===== config.mk =====
export PLATFORM = sky130hd
export DESIGN_NAME = addr_latch_8
export DESIGN_NICKNAME = d
export VERILOG_FILES = /design/src/rtl/addr_latch_8.sv
export SDC_FILE = /design/constraint.sdc
export NUM_CORES = 1
export LEC_CHECK = 0
export CORE_UTILIZATION = 42
export DETAILED_ROUTE_END_ITERATION = 16
export GPL_ROUTABILITY_DRIVEN = 0
export PLACE_DENSITY = 0.79
export RECOVER_POWER = 100
export SKIP_CTS_REPAIR_TIMING = 1
export SLEW_MARGIN = 40
export SYNTH_ARGS = -nofsm -noshare
export SYNTH_HDL_FRONTEND = slang
export SYNTH_SLANG_ARGS = --single-unit

===== constraint.sdc =====
create_clock -name clk -period 4.14 [get_ports clk]
set_clock_uncertainty 0.2 [all_clocks]
set_input_delay 0.828 -clock clk [delete_from_list [all_inputs] [get_ports clk]]
set_output_delay 0.828 -clock clk [all_outputs]
set_load 0.005 [all_outputs]

===== src/rtl/addr_latch_8.sv =====
// ---------------------------------------------------------------------------
// addr_latch_8 -- clocked addressable latch (74x259 style, fully synchronous)
//
// A single data bit (din) is steered by a select address (sl) into one bit of
// a registered output bank. The mode is decoded each rising edge from
// {clr_n, en_n}:
//   11 memory  : q holds
//   10 latch   : q[sl] <= din, other bits hold
//   01 clear   : q <= 0
//   00 demux   : q <= 0 except q[sl] <= din
// An out-of-range select (sl >= WIDTH) writes no bit, so latch holds and
// demux yields an all-zero bank.
//
// Parameters:
//   WIDTH  number of output bits (2 <= WIDTH <= 2**AW)
//   AW     width of the select address
//
// Ports:
//   clk    system clock, rising edge
//   rst_n  asynchronous active-low reset (q = 0, chg = 0)
//   en_n   active-low enable
//   clr_n  active-low clear / mode select, sampled synchronously
//   sl     select address of the target bit
//   din    data bit to steer
//   q      registered output bank
//   chg    registered pulse, high in the cycle q shows a changed value
//
// Optional feature (macro ADDR_LATCH_READBACK_EN):
//   rd_sl  readback select address
//   rd_q   combinational q[rd_sl], 0 when rd_sl >= WIDTH
// ---------------------------------------------------------------------------
module addr_latch_8 #(
  parameter int WIDTH = 8,
  parameter int AW    = 3
) (
  input  logic             clk,
  input  logic             rst_n,
  input  logic             en_n,
  input  logic             clr_n,
  input  logic [AW-1:0]    sl,
  input  logic             din,
  output logic [WIDTH-1:0] q,
  output logic             chg
`ifdef ADDR_LATCH_READBACK_EN
  ,
  input  logic [AW-1:0]    rd_sl,
  output logic             rd_q
`endif
);

  typedef enum logic [1:0] {
    MODE_DEMUX  = 2'b00,
    MODE_CLEAR  = 2'b01,
    MODE_LATCH  = 2'b10,
    MODE_MEMORY = 2'b11
  } mode_e;

  mode_e            mode_s;
  logic [WIDTH-1:0] sel_s;
  logic [WIDTH-1:0] wdata_s;
  logic [WIDTH-1:0] q_next_s;
  logic             chg_next_s;
  logic [WIDTH-1:0] q_r;
  logic             chg_r;

  assign mode_s = mode_e'({clr_n, en_n});

  // One-hot decode of the select address; an out-of-range address selects
  // nothing, which gives the hold / all-zero behaviour for free.
  always_comb begin
    sel_s = {WIDTH{1'b0}};
    for (int i = 0; i < WIDTH; i++) begin
      sel_s[i] = ({1'b0, sl} == (AW+1)'(i));
    end
  end

  assign wdata_s = sel_s & {WIDTH{din}};

  // Next-state bank for the decoded mode, and the change flag against it.
  always_comb begin
    q_next_s = q_r;
    case (mode_s)
      MODE_MEMORY: q_next_s = q_r;
      MODE_LATCH:  q_next_s = (q_r & ~sel_s) | wdata_s;
      MODE_CLEAR:  q_next_s = {WIDTH{1'b0}};
      MODE_DEMUX:  q_next_s = wdata_s;
      default:     q_next_s = q_r;
    endcase
    chg_next_s = (q_next_s != q_r);
  end

  // Output bank and change pulse registers.
  always_ff @(posedge clk or negedge rst_n) begin
    if (!rst_n) begin
      q_r   <= {WIDTH{1'b0}};
      chg_r <= 1'b0;
    end else begin
      q_r   <= q_next_s;
      chg_r <= chg_next_s;
    end
  end

  assign q   = q_r;
  assign chg = chg_r;

`ifdef ADDR_LATCH_READBACK_EN
  logic rd_q_s;

  // Readback mux of the registered bank; out-of-range address reads 0.
  always_comb begin
    rd_q_s = 1'b0;
    for (int i = 0; i < WIDTH; i++) begin
      rd_q_s = rd_q_s | (q_r[i] & ({1'b0, rd_sl} == (AW+1)'(i)));
    end
  end

  assign rd_q = rd_q_s;
`endif

endmodule

-- After elaboration in Yosys (flattened, before gate mapping)
Index checks and enable logic that the tools add are counted.
- $mul: 0
- $lt $le $gt $ge: 0
- reductions and logical operators: 2
- $add $sub $neg: 0
- shift-type cells: 0
- equal/unequal tests: 11
- divide/modulo/power cells: 0
- bitwise logic cells: 4
- multiplexer cells: 1
- operators with widths (kind ; number):
    $pmux 8 s4 ; 1
    $and 8x8->8 ; 2
    $eq 3x3->1 const B ; 4
    $ne 8x8->1 ; 1
    $not 8->8 ; 1
    $or 8x8->8 ; 1
    $eq 3x2->1 const B ; 2
    $eq 2x2->1 const B ; 2
    $eq 3x1->1 const B ; 1
    $logic_not 3->1 ; 1
    $eq 2x1->1 const B ; 1
    $logic_not 2->1 ; 1
- bits in read-only memories: 0
- logic and storage cells: 20
- bits in writable memories: 0
- memories: 0
- flip-flop bits (word level): 9
- output and inout port bits: 9
- latch bits: 0

-- Depth between registers and ports, before layout
- word-level depth: 6
- mapped depth: 5
- gate-level depth less buffers: 4

-- Worst setup path before layout
Ideal clock, no wire load.
- path kind: input to register
- from: input port en_n
- to: register chg_r, in the netlist chg
- stages on the path: 5
- path slack: 2059 ps
- setup time: 144 ps
- arrival time: 1737 ps
- cell sequence: buf_2 nor4b_2 nor3b_1 nor4_1 o2111ai_1
- cells in the longest elaborated chain, start to end: 3
- elaborated cells between the ends (all ways): 6
- ends and longest elaborated chain (item ; RTL line ; text):
    from (decl) ; 38 ; input logic en_n,
    $eq 2x1->1, or another cell as far along ; 82 ; case (mode_s)
    $pmux 8 s4 (*) ; 82 ;
    $ne 8x8->1 (*) ; 89 ; chg_next_s = (q_next_s != q_r);
    named net chg_next_s ; 62 ; logic chg_next_s;
    to (signal assigned) ; 99 ; chg_r <= chg_next_s;
    to (decl) ; 64 ; logic chg_r;
Mark *: on every way through the listed nets, which the timed path passes. The rest lies on a longest branch.

-- Worst setup path after layout
- from: input port sl[2]
- to: register chg_r, in the netlist chg
- cells in the longest elaborated chain, start to end: 6
- elaborated cells between the ends (all ways): 14
- ends and longest elaborated chain (item ; RTL line ; text):
    from (decl) ; 40 ; input logic [AW-1:0] sl,
    $eq 3x1->1, or another cell as far along ; 73 ; sel_s[i] = ({1'b0, sl} == (AW+1)'(i));
    $not 8->8 ; 84 ; MODE_LATCH: q_next_s = (q_r & ~sel_s) | wdata_s;
    $and 8x8->8 ; 84 ;
    $or 8x8->8 ; 84 ;
    $pmux 8 s4 (*) ; 82 ;
    $ne 8x8->1 (*) ; 89 ;
    named net chg_next_s ; 62 ;
Marked as above.

==> impl_metrics.tcl <==
set metrics [dict create \
    critPathCaptureType "flip-flop" \
    dp_hpwl_mm 1.10 \
    grt_max_degree 16 \
    crit_end "chg$_DFF_PN0_" \
    fin_crit_ps 2750 \
    cp_max_fo 15 \
    drt_drc_violations_left 0 \
    path_delay_family "simple AND/OR/NAND/NOR gates" \
    yosys_warnings 0 \
    r2r-end "chg$_DFF_PN0_" \
    slowest_stage "dlygate4sd3_1" \
    path_cells "dlygate4sd3_1 > nor4b_1 > nor3b_1 > nor4_1 > o2111ai_1" \
    boundaryPins 17 \
    yosysUniqueCellTypes 33 \
    yosys_register_bits 9 \
    first_global_vias 578 \
    fillers 158 \
    die_area_mm2 0.00186 \
    rsz0062_at_grt "no" \
    grt_pass1_wl_mm 2.67 \
    start_util_pct 46.2 \
    final_cell_mix "nand2_1, dlygate4sd3_1, dfrtp_1, mux2i_1, o21ai_0" \
    total_power_uw 212 \
    synth-main-ff-cell "dfrtp_1" \
    ys_seq_area_share_pct 31.6 \
    dp.cells 105 \
    max_stage_delay_ps 750 \
    cts_made_buffers 3 \
    via_per_inst 6.13 \
    syn2layout_area_growth_pct 22.3 \
    vias 668 \
    netlist_area_um2 712 \
    setup_violations 0 \
    syn_avg_cell_area_um2 9.01 \
    clock_latency_ps 270 \
    routed_wl_mm 1.63 \
    leakagePower_uw 0.000369 \
    track_usage_pct 19.1 \
    p_per_area_mw_per_mm2 243 \
    tns_ps 0 \
    worst_pin_slew_ps 557 \
    grt-ovfl-total 0 \
    regToRegSetupSlack_ps 2580 \
    synth_cells 79 \
    startpoint_type "input pin" \
    whs_ps 397 \
    relSlewSlack_pct 62.3 \
    drive_gt1_share_pct 6.45 \
    r2r_start "q[6]$_DFF_PN0_" \
    cts_sinks 9 \
    synth-async-reset-ratio_pct 100 \
    min_period_over_period_pct 66.5 \
    worst_slack_ps 1390 \
    cts.clk_slew.worst_paths_ps 70 \
    syn_nets 87 \
    drt_iter0_drc 11 \
    cp.depth 5 \
    irDropWorstVdd_v 0.000195 \
    rows 14 \
    antenna_cells 0 \
    dieHeight_um 43.2 \
    fin_nets 102 \
    max_cap_violations 0 \
    worst_ep_arrival_time_ps 2690 \
    final_common_cell "nand2_1" \
    drt_pass1_iterations 4 \
    postRouteAntennaNets 0 \
    required_ps 4080 \
    hp-class "flip-flop to flip-flop" \
    crit_buf_inv 1 \
    instances_no_fill 109 \
    io_buffers 16 \
    pre_cts_slack_ps 1280 \
    cts-root-buf "clkbuf_4" \
    ff2ff_path_depth 4 \
    synth-edff-count 0 \
    antenna_found_initial 0 \
    core_mm2 0.00154 \
    worst-setup-path-type "input pin to flip-flop" \
    wl_per_cell_um 14.9 \
    h-tree-depth 1 \
    die_x_um 43.2 \
    finalHoldViolations 0 \
    timing.critical_path.from "sl[2]" \
    clockBufferDepth 2 \
    fmaxAchievable_mhz 363 \
    slew_viol_final 0 \
    cts_tree "done" \
    outcome "completed" \
]
[synthesized netlist by cell type (all sizes together), types with 3 or more instances]
master	number	area share [%]
mux2i	7	9.8
nor2	5	2.6
nor4b	3	4.6
dfrtp	9	32
nand2	13	6.9
buf	4	4.6
o21ai	6	4.2
[cells by family (layout without fill, tap and decap cells)]
group / after synthesis / count (layout) / synth area share, %
and+or+nand+nor: 34 / 34 / 27.6
muxes: 10 / 10 / 16.7
AOI/OAI and AO/OA: 19 / 19 / 17.9
buffers and inverters: 7 / 21 / 6.15
DFF: 9 / 9 / 31.6
[metrics by stage]
stage | util (%) | instance area (um2)
final | 56.5 | 871
after global placement | 55.3 | 852
after detailed placement | 55.3 | 852
after CTS | 57.0 | 878
after floorplan | - | 712
after global routing | 56.5 | 871
[final cells by class]
| class | instances | area (um2) | share of cell area (%) |
|---|---|---|---|
| multi-input cells | 63 | 435 | 50.0 |
| clock buffers | 4 | 26.3 | 3.02 |
| flip-flops and latches | 9 | 225 | 25.9 |
| well taps | 16 | 20.0 | 2.30 |
| repair buffers | 16 | 160 | 18.4 |
| inverters | 1 | 3.75 | 0.431 |
[state kept, by name, summed over array words and instances, names as in the netlist]
register / flops
q: 8
chg: 1
[worst reg2reg max path, cell delays in order, from the launching register on]
cell       delay [ps]
dfrtp_1           430
mux4_1            500
nor2_1            110
a21oi_1            50
o2111ai_1         170
[report_power, final]
group	switching, uW	internal, uW	leakage (uW)
Combinational	22.8	22.8	0.000232
Sequential	4.54	92.1	0.000122
Clock	32.5	37.2	0.0000150
Total	59.9	152	0.000369
[worst min-delay path by stage]
stage,startpoint,end,slack [ps],cells after the start
after floorplan,rst_n,chg$_DFF_PN0_,330,0
final,q[7]$_DFF_PN0_,q[7]$_DFF_PN0_,400,2
after detailed placement,q[1]$_DFF_PN0_,q[1]$_DFF_PN0_,380,2
after CTS,q[1]$_DFF_PN0_,q[1]$_DFF_PN0_,410,2
after global placement,q[3]$_DFF_PN0_,q[3]$_DFF_PN0_,390,2
after global routing,q[3]$_DFF_PN0_,q[3]$_DFF_PN0_,430,2
[per-layer routing]
layer	track usage, %	vias up	part of all wire (%)
met4	9.09	0	1.8
met3	2.55	5	5.0
met1	27.2	316	49
li1	-	325	-
met5	0	-	0
met2	28.4	22	44
Power figures use the tool's default switching activity.
